===== src/rtl/rv32i_types.sv =====
// Shared types and constants for the cache-to-memory arbiter.
package rv32i_types;

    localparam int LINE_WIDTH = 256;
    localparam int BEAT_WIDTH = 64;
    localparam int BURST_LEN  = LINE_WIDTH / BEAT_WIDTH;
    localparam int CNT_W      = $clog2(BURST_LEN);

    localparam logic [CNT_W-1:0] LAST_BEAT = CNT_W'(BURST_LEN - 1);

    typedef enum logic [2:0] {
        IDLE,
        RD_ISSUE,
        RD_WAIT,
        WR_BURST,
        RESP
    } mem_arb_state_t;

    typedef enum logic {
        ICACHE = 1'b0,
        DCACHE = 1'b1
    } arb_client_t;

    // Memory is addressed by whole line: the byte offset is always dropped.
    function automatic logic [31:0] line_addr(input logic [31:0] a);
        return {a[31:5], 5'b0};
    endfunction

endpackage


===== src/rtl/mem_arbiter_line_buf.sv =====
// Line register shared by read assembly and write serialisation, indexed by
// the arbiter's beat counter.
module mem_arb_line_buf
    import rv32i_types::*;
(
    input  logic                  clk,
    input  logic                  rst,
    input  logic                  load_en,
    input  logic [LINE_WIDTH-1:0] load_line,
    input  logic                  beat_we,
    input  logic [CNT_W-1:0]      cnt,
    input  logic [BEAT_WIDTH-1:0] beat_in,
    output logic [LINE_WIDTH-1:0] line_next,
    output logic [BEAT_WIDTH-1:0] beat_out
);

    logic [LINE_WIDTH-1:0] line_q;

    // Next line: whole-line load for writebacks, single-beat insert for reads.
    always_comb begin
        line_next = line_q;
        if (load_en) begin
            line_next = load_line;
        end else if (beat_we) begin
            line_next[BEAT_WIDTH*cnt +: BEAT_WIDTH] = beat_in;
        end
    end

    // Line storage.
    always_ff @(posedge clk) begin
        if (rst) begin
            line_q <= '0;
        end else begin
            line_q <= line_next;
        end
    end

    assign beat_out = line_q[BEAT_WIDTH*cnt +: BEAT_WIDTH];

endmodule


===== src/rtl/mem_arbiter.sv =====
// Round-robin arbiter between icache and dcache line ports and a single
// 64-bit burst memory port. One line transaction in flight at a time.
module mem_arbiter
    import rv32i_types::*;
(
    input  logic                  clk,
    input  logic                  rst,
    input  logic [31:0]           i_addr,
    input  logic                  i_read,
    output logic [LINE_WIDTH-1:0] i_rdata,
    output logic                  i_resp,
    input  logic [31:0]           d_addr,
    input  logic                  d_read,
    input  logic                  d_write,
    input  logic [LINE_WIDTH-1:0] d_wdata,
    output logic [LINE_WIDTH-1:0] d_rdata,
    output logic                  d_resp,
    output logic [31:0]           bmem_addr,
    output logic                  bmem_read,
    output logic                  bmem_write,
    output logic [BEAT_WIDTH-1:0] bmem_wdata,
    input  logic                  bmem_ready,
    input  logic [31:0]           bmem_raddr,
    input  logic [BEAT_WIDTH-1:0] bmem_rdata,
    input  logic                  bmem_rvalid
);

    mem_arb_state_t        state_q, state_d;
    arb_client_t           client_q, client_d, rr_last_q, rr_last_d, grant;
    logic [31:0]           addr_q, addr_d;
    logic                  is_wr_q, is_wr_d;
    logic [CNT_W-1:0]      cnt_q, cnt_d;
    logic [LINE_WIDTH-1:0] i_rdata_q, i_rdata_d, d_rdata_q, d_rdata_d;
    logic                  i_pend, d_pend, load_en, beat_we;
    logic [LINE_WIDTH-1:0] line_next;
    logic [BEAT_WIDTH-1:0] beat_out;

    mem_arb_line_buf u_line_buf (
        .clk       (clk),
        .rst       (rst),
        .load_en   (load_en),
        .load_line (d_wdata),
        .beat_we   (beat_we),
        .cnt       (cnt_q),
        .beat_in   (bmem_rdata),
        .line_next (line_next),
        .beat_out  (beat_out)
    );

    // Next-state, grant and memory-port outputs.
    always_comb begin
        state_d    = state_q;
        client_d   = client_q;
        rr_last_d  = rr_last_q;
        addr_d     = addr_q;
        is_wr_d    = is_wr_q;
        cnt_d      = cnt_q;
        i_rdata_d  = i_rdata_q;
        d_rdata_d  = d_rdata_q;
        grant      = ICACHE;
        load_en    = 1'b0;
        beat_we    = 1'b0;
        bmem_read  = 1'b0;
        bmem_write = 1'b0;
        bmem_addr  = '0;
        bmem_wdata = '0;
        i_resp     = 1'b0;
        d_resp     = 1'b0;
        i_pend     = i_read;
        d_pend     = d_read | d_write;

        unique case (state_q)
            IDLE: begin
                if (i_pend || d_pend) begin
                    // rr_last only moves on contention; a lone requester is
                    // served without disturbing the fairness history.
                    if (i_pend && d_pend) begin
                        grant     = (rr_last_q == ICACHE) ? DCACHE : ICACHE;
                        rr_last_d = grant;
                    end else begin
                        grant = d_pend ? DCACHE : ICACHE;
                    end
                    client_d = grant;
                    addr_d   = line_addr((grant == DCACHE) ? d_addr : i_addr);
                    // A simultaneous read+write from dcache resolves to write.
                    is_wr_d  = (grant == DCACHE) && d_write;
                    load_en  = is_wr_d;
                    cnt_d    = '0;
                    state_d  = is_wr_d ? WR_BURST : RD_ISSUE;
                end
            end
            RD_ISSUE: begin
                bmem_read = 1'b1;
                bmem_addr = addr_q;
                if (bmem_ready) begin
                    state_d = RD_WAIT;
                    cnt_d   = '0;
                end
            end
            RD_WAIT: begin
                // Only beats tagged with our line address belong to us.
                if (bmem_rvalid && (bmem_raddr == addr_q)) begin
                    beat_we = 1'b1;
                    cnt_d   = cnt_q + 1'b1;
                    if (cnt_q == LAST_BEAT) begin
                        state_d = RESP;
                        if (client_q == ICACHE) i_rdata_d = line_next;
                        else                    d_rdata_d = line_next;
                    end
                end
            end
            WR_BURST: begin
                bmem_write = 1'b1;
                bmem_addr  = addr_q;
                bmem_wdata = beat_out;
                if (bmem_ready) begin
                    cnt_d = cnt_q + 1'b1;
                    if (cnt_q == LAST_BEAT) state_d = RESP;
                end
            end
            RESP: begin
                i_resp  = (client_q == ICACHE);
                d_resp  = (client_q == DCACHE);
                state_d = IDLE;
            end
            default: state_d = IDLE;
        endcase
    end

    // State and transaction registers.
    always_ff @(posedge clk) begin
        if (rst) begin
            state_q   <= IDLE;
            client_q  <= ICACHE;
            rr_last_q <= ICACHE;
            addr_q    <= '0;
            is_wr_q   <= 1'b0;
            cnt_q     <= '0;
            i_rdata_q <= '0;
            d_rdata_q <= '0;
        end else begin
            state_q   <= state_d;
            client_q  <= client_d;
            rr_last_q <= rr_last_d;
            addr_q    <= addr_d;
            is_wr_q   <= is_wr_d;
            cnt_q     <= cnt_d;
            i_rdata_q <= i_rdata_d;
            d_rdata_q <= d_rdata_d;
        end
    end

    assign i_rdata = i_rdata_q;
    assign d_rdata = d_rdata_q;

    // dcache must never ask for read and write in the same cycle.
    a_no_dcache_rw: assert property (@(posedge clk) disable iff (rst) !(d_read && d_write));

endmodule


===== config.mk =====
export PLATFORM = sky130hd
export DESIGN_NAME = mem_arbiter
export DESIGN_NICKNAME = d
export VERILOG_FILES = /design/src/rtl/rv32i_types.sv /design/src/rtl/mem_arbiter_line_buf.sv /design/src/rtl/mem_arbiter.sv
export SDC_FILE = /design/constraint.sdc
export NUM_CORES = 2
export LEC_CHECK = 0
export ABC_AREA = 1
export BUFFER_PORTS_ARGS = -buffer_cell sky130_fd_sc_hd__buf_2
export CORE_AREA = 2 2 406 408
export DETAILED_ROUTE_END_ITERATION = 7
export DIE_AREA = 0 0 408 410
export PLACE_DENSITY_LB_ADDON = 0.1
export REMOVE_ABC_BUFFERS = 1
export SYNTH_ARGS = -nofsm -noshare
export SYNTH_HDL_FRONTEND = slang
export SYNTH_HIERARCHICAL = 1
export SYNTH_SLANG_ARGS = --single-unit

===== constraint.sdc =====
create_clock -name clk -period 2.6 [get_ports clk]
set_clock_uncertainty 0.1 [all_clocks]
set_input_delay 0.39 -clock clk [delete_from_list [all_inputs] [get_ports clk]]
set_output_delay 0.39 -clock clk [all_outputs]
set_load 0.1 [all_outputs]

==> results.txt <==
----------------------------------------------------
[Outcome]
  Run status ... finished with violations
  Violations in the final reports ... setup timing

[Clock tree]
  H-tree level count ... 3
  TritonCTS Buffers ... 105
  Max Root-Sink Buffers ... 3
  Clock transition at the registers of the reported paths ... 60 ps
  Clk Latency, worst-skew pair ... 730 ps
  Total number of clock tree sinks ... about 800
  TritonCTS clock tree ... done
  CTS Root Cell ... sky130_fd_sc_hd__clkbuf_16

[Place]
  PortBufs ... between 1000 and 1500
  Global placement routability congestion ... 0.8820
  Placed wire-length estimate after detailed placement ... ~150000 um

[Critical path]
  Arrival time of the worst setup path ... roughly 2400 ps
  Length in cells of the worst reg-to-reg path ... 20
  Worst reg2reg path endpoint ... i_rdata[88]$_SDFFE_PP0P_
  Dominant cell type by count on the critical path ... sky130_fd_sc_hd__buf_12
  Cell with the largest stage delay on the worst path ... sky130_fd_sc_hd__dfxtp_4
  Endpoint class of the critical path ... primary output
  Data required time at the worst endpoint ... between 2000 and 2500 ps
  Largest fanout on the critical path ... 7
  Flop-to-flop setup slack ... -220 ps
  CP Cell Sequence ... buf_12 > buf_12 > buf_12 > o21ai_2 > o22ai_2 > inv_1 > nor2_2 > buf_4 > buf_12
  Beginning of the worst register-to-register path ... addr_q[25]$_SDFFE_PP0P_
  Worst setup path category ... reg2out
  Largest stage delay, worst path ... roughly 370 ps
  Category of the worst setup path launch point ... register

[Timing]
  Unrepaired setup endpoints after global routing ... yes
  F_max ... roughly 350 MHz
  Transition time of the tightest slew-check pin ... between 900 and 1000 ps
  Total negative slack for setup checks ... -84120 ps
  Max-slew violation count ... 0
  Final hold violation count ... 0
  Tcrit/Tclk final ... 110.8%
  Post-layout worst setup margin ... -281.9 ps
  Worst Hold Slack ... 54.26 ps
  Max-slew headroom at the worst pin ... 34.65%
  Crit path time final ... 2882 ps
  Final setup violation count ... 771

[Finish]
  Final-layout fill cell count ... ~18000
  Fraction of final layout cells with drive strength greater than 1 ... between 20% and 30%
  Area added between synthesis and finish ... 54.47%
  Area taken by flip-flops and latches ... 16070 um2
  Total area of multi-input combinational cells ... 19480 um2
  Most common cell after layout, fill and taps aside ... sky130_fd_sc_hd__nand2_1
  Net count reported at finish ... roughly 8900
  Most frequent cells in the layout ... 1909 x sky130_fd_sc_hd__nand2_1, 1571 x sky130_fd_sc_hd__nor2_1, 1122 x sky130_fd_sc_hd__inv_1

[GRT]
  Global routing usage on met2 ... 42.87%
  Global routing met1 resource utilization ... between 20% and 30%
  Overall track demand over capacity in global routing ... 24.56%
  Wire length of the first global-routing pass ... 304300 um
  Via count of the first global-routing pass ... ~45000
  Gr ovfl total ... 0
  Met3 layer usage reported by global route ... a little under 5%
  Most congested layer reported by global routing ... met2
  Maximum number of pins on one net before global-route repair ... 131
  Antenna violations before repair ... 39

[Floorplan]
  Floorplan die area ... between 150000 and 200000 um2
  Area of the placeable core ... between 150000 and 200000 um2
  Initial Utilization ... approximately a quarter
  Core Rows ... 149
  Die Y ... 410 um
  IO Pins ... 1035
  Die extent in x ... 408 um

[Power]
  Net switching component of the power ... 21.68 mW
  Pint ... 31.83 mW
  IR drop worst, VDD ... 0.6687 mV
  Switching Share ... 40.52%
  Combinational share of power ... 44.0%
  PwrDens ... 855.1 nW/um2
  Seq pwr share ... between 20 and 30%
  Leakage power figure ... roughly 36 nW
  Proportion of power drawn by the clock network ... between 20% and 30%

[Detailed routing]
  Overall routed net length ... approximately 220000 um
  Drt first-iter violations ... 2811
  Drt wl/cell ... 20.04 um
  Number of antenna-violating nets in the routed design ... 0
  DRC violations left ... 0
  Via count ... 46220
  Number of detailed-routing iterations run before antenna repair ... 6
  Vias per cell ... around 4.3

[Logic synthesis]
  Number of different library cells in the post-synthesis netlist ... 29
  Synth Area per Inst ... 5.855 um2
  Post-synthesis sequential area ratio ... 39.64%
  Total number of yosys warnings ... 6
  Cell area after synthesis ... 40510 um2
  Syn Inst Count ... roughly 6900
  Yosys reg bits ... 802

[Job]
  Maxcap violations ... 0

[Worst hold path]
  Hold Path Class ... in2reg
  Hold path start ... d_wdata[152]
  Worst Hold End ... d_rdata[152]$_SDFFE_PP0P_
  Worst hold stages ... 7

----------------------------------------------------
timing repair:
item / 4_1_cts / 5_1_grt
pin swaps: 180 / 229
endpoints found under the hold margin: 431 / 0
cloned: 30 / 6
hold buffers: 310 / 0
setup endpoints to repair: 861 / 861
resized for setup: 363 / 474
setup buffers: 55 / 36
synthesized netlist by cell type, drive strengths merged:
master  number  area (um2)
inv       1277        4793
o22ai       66       412.9
nor3         4       20.02
xor2         1       8.760
nand3        4       20.02
clkbuf     157       589.3
a221oi      27       236.5
clkinv       2       7.510
or2          1       6.260
ha           6       75.07
nor4         1       6.260
a31oi        1       6.260
a21oi      286        1431
nor2      1676        6326
nand2     2226        8361
conb         1       3.750
buf        239        1408
xnor2        7       61.31
o21ai      135       679.4
dfxtp      802       16060
flip-flops by register name (all words and copies together) (netlist names):
| signal | flops |
|---|---|
| d_rdata | 256 |
| i_rdata | 256 |
| u_line_buf/line_q | 256 |
| addr_q | 27 |
| state_q | 3 |
| cnt_q | 2 |
| client_q | 1 |
| rr_last_q | 1 |
kinds of logic after synthesis:
logic type	count (synthesis)	synth area share [%]
and+or+nand+nor	3912	36.39
buffers and inverters	1675	16.78
DFF	802	39.64
AOI/OAI and AO/OA	515	6.829
xor gates and xnor gates	8	0.1730
adders and majority gates	6	0.1853
other	1	0.009258
critical path, delay by kind of cell (launching register included):
kind | cells | cell delay (ps)
buffers and inverters | 6 | 850
AND/OR/NAND/NOR | 1 | 140
flip-flops | 1 | 370
AO/OA/AOI/OAI | 2 | 300
power groups by stage:
stage	registers (mW)	clock network, mW	logic (mW)
4_1_cts	14.3	16.1	22.5
2_1_floorplan	13.7	0	7.85
3_5_place_dp	14.6	0	19.7
6_report	14.3	15.6	23.5
5_1_grt	14.5	16.5	25.5
3_3_place_gp	14.6	0	19.9
stage by stage:
step | setup WS [ps] | instances | util (%) | total power, mW | area (um2)
after detailed placement | -546.7 | 10170 | 31.69 | 34.29 | 51810
after global placement | -559.4 | 10170 | 31.69 | 34.42 | 51810
after global routing | -389.9 | 10790 | 38.26 | 56.54 | 62560
final | -281.9 | 10800 | 38.27 | 53.50 | 62570
after CTS | -329.8 | 10760 | 37.30 | 52.99 | 60980
after floorplan | -15180 | 6527 | - | 21.59 | 38530
worst max-delay path by stage:
stage	startpoint	endpoint	depth (start not counted)
after floorplan	d_read	d_rdata[0]$_SDFFE_PP0P_	11
final	cnt_q[0]$_SDFFE_PP0P_	bmem_wdata[47]	9
after global placement	bmem_raddr[1]	d_rdata[107]$_SDFFE_PP0P_	20
after detailed placement	bmem_raddr[1]	i_rdata[195]$_SDFFE_PP0P_	21
after CTS	cnt_q[0]$_SDFFE_PP0P_	bmem_wdata[63]	10
after global routing	cnt_q[0]$_SDFFE_PP0P_	bmem_wdata[41]	10
layout make-up:
class / instances / share of cell area [%]
Tap cell: 2189 / 4.377
Clock inverter: 35 / 0.8958
Multi-Input combinational cell: 4446 / 31.14
Inverter: 1279 / 7.739
Antenna cell: 12 / 0.04799
Sequential cell: 802 / 25.69
Timing Repair Buffer: 1878 / 25.14
Timing Repair inverter: 1 / 0.01400
Clock buffer: 156 / 4.957
per-layer routing:
layer / part of all wire (%) / routed length [um] / vias to the layer above
met3: 5.8 / 12640 / 298
met4: 3.4 / 7250 / 34
li1: - / - / 23220
met5: 0.099 / 214 / -
met1: 42 / 91220 / 21380
met2: 49 / 105000 / 1298
Note: power is estimated with default switching activity, not from simulation.
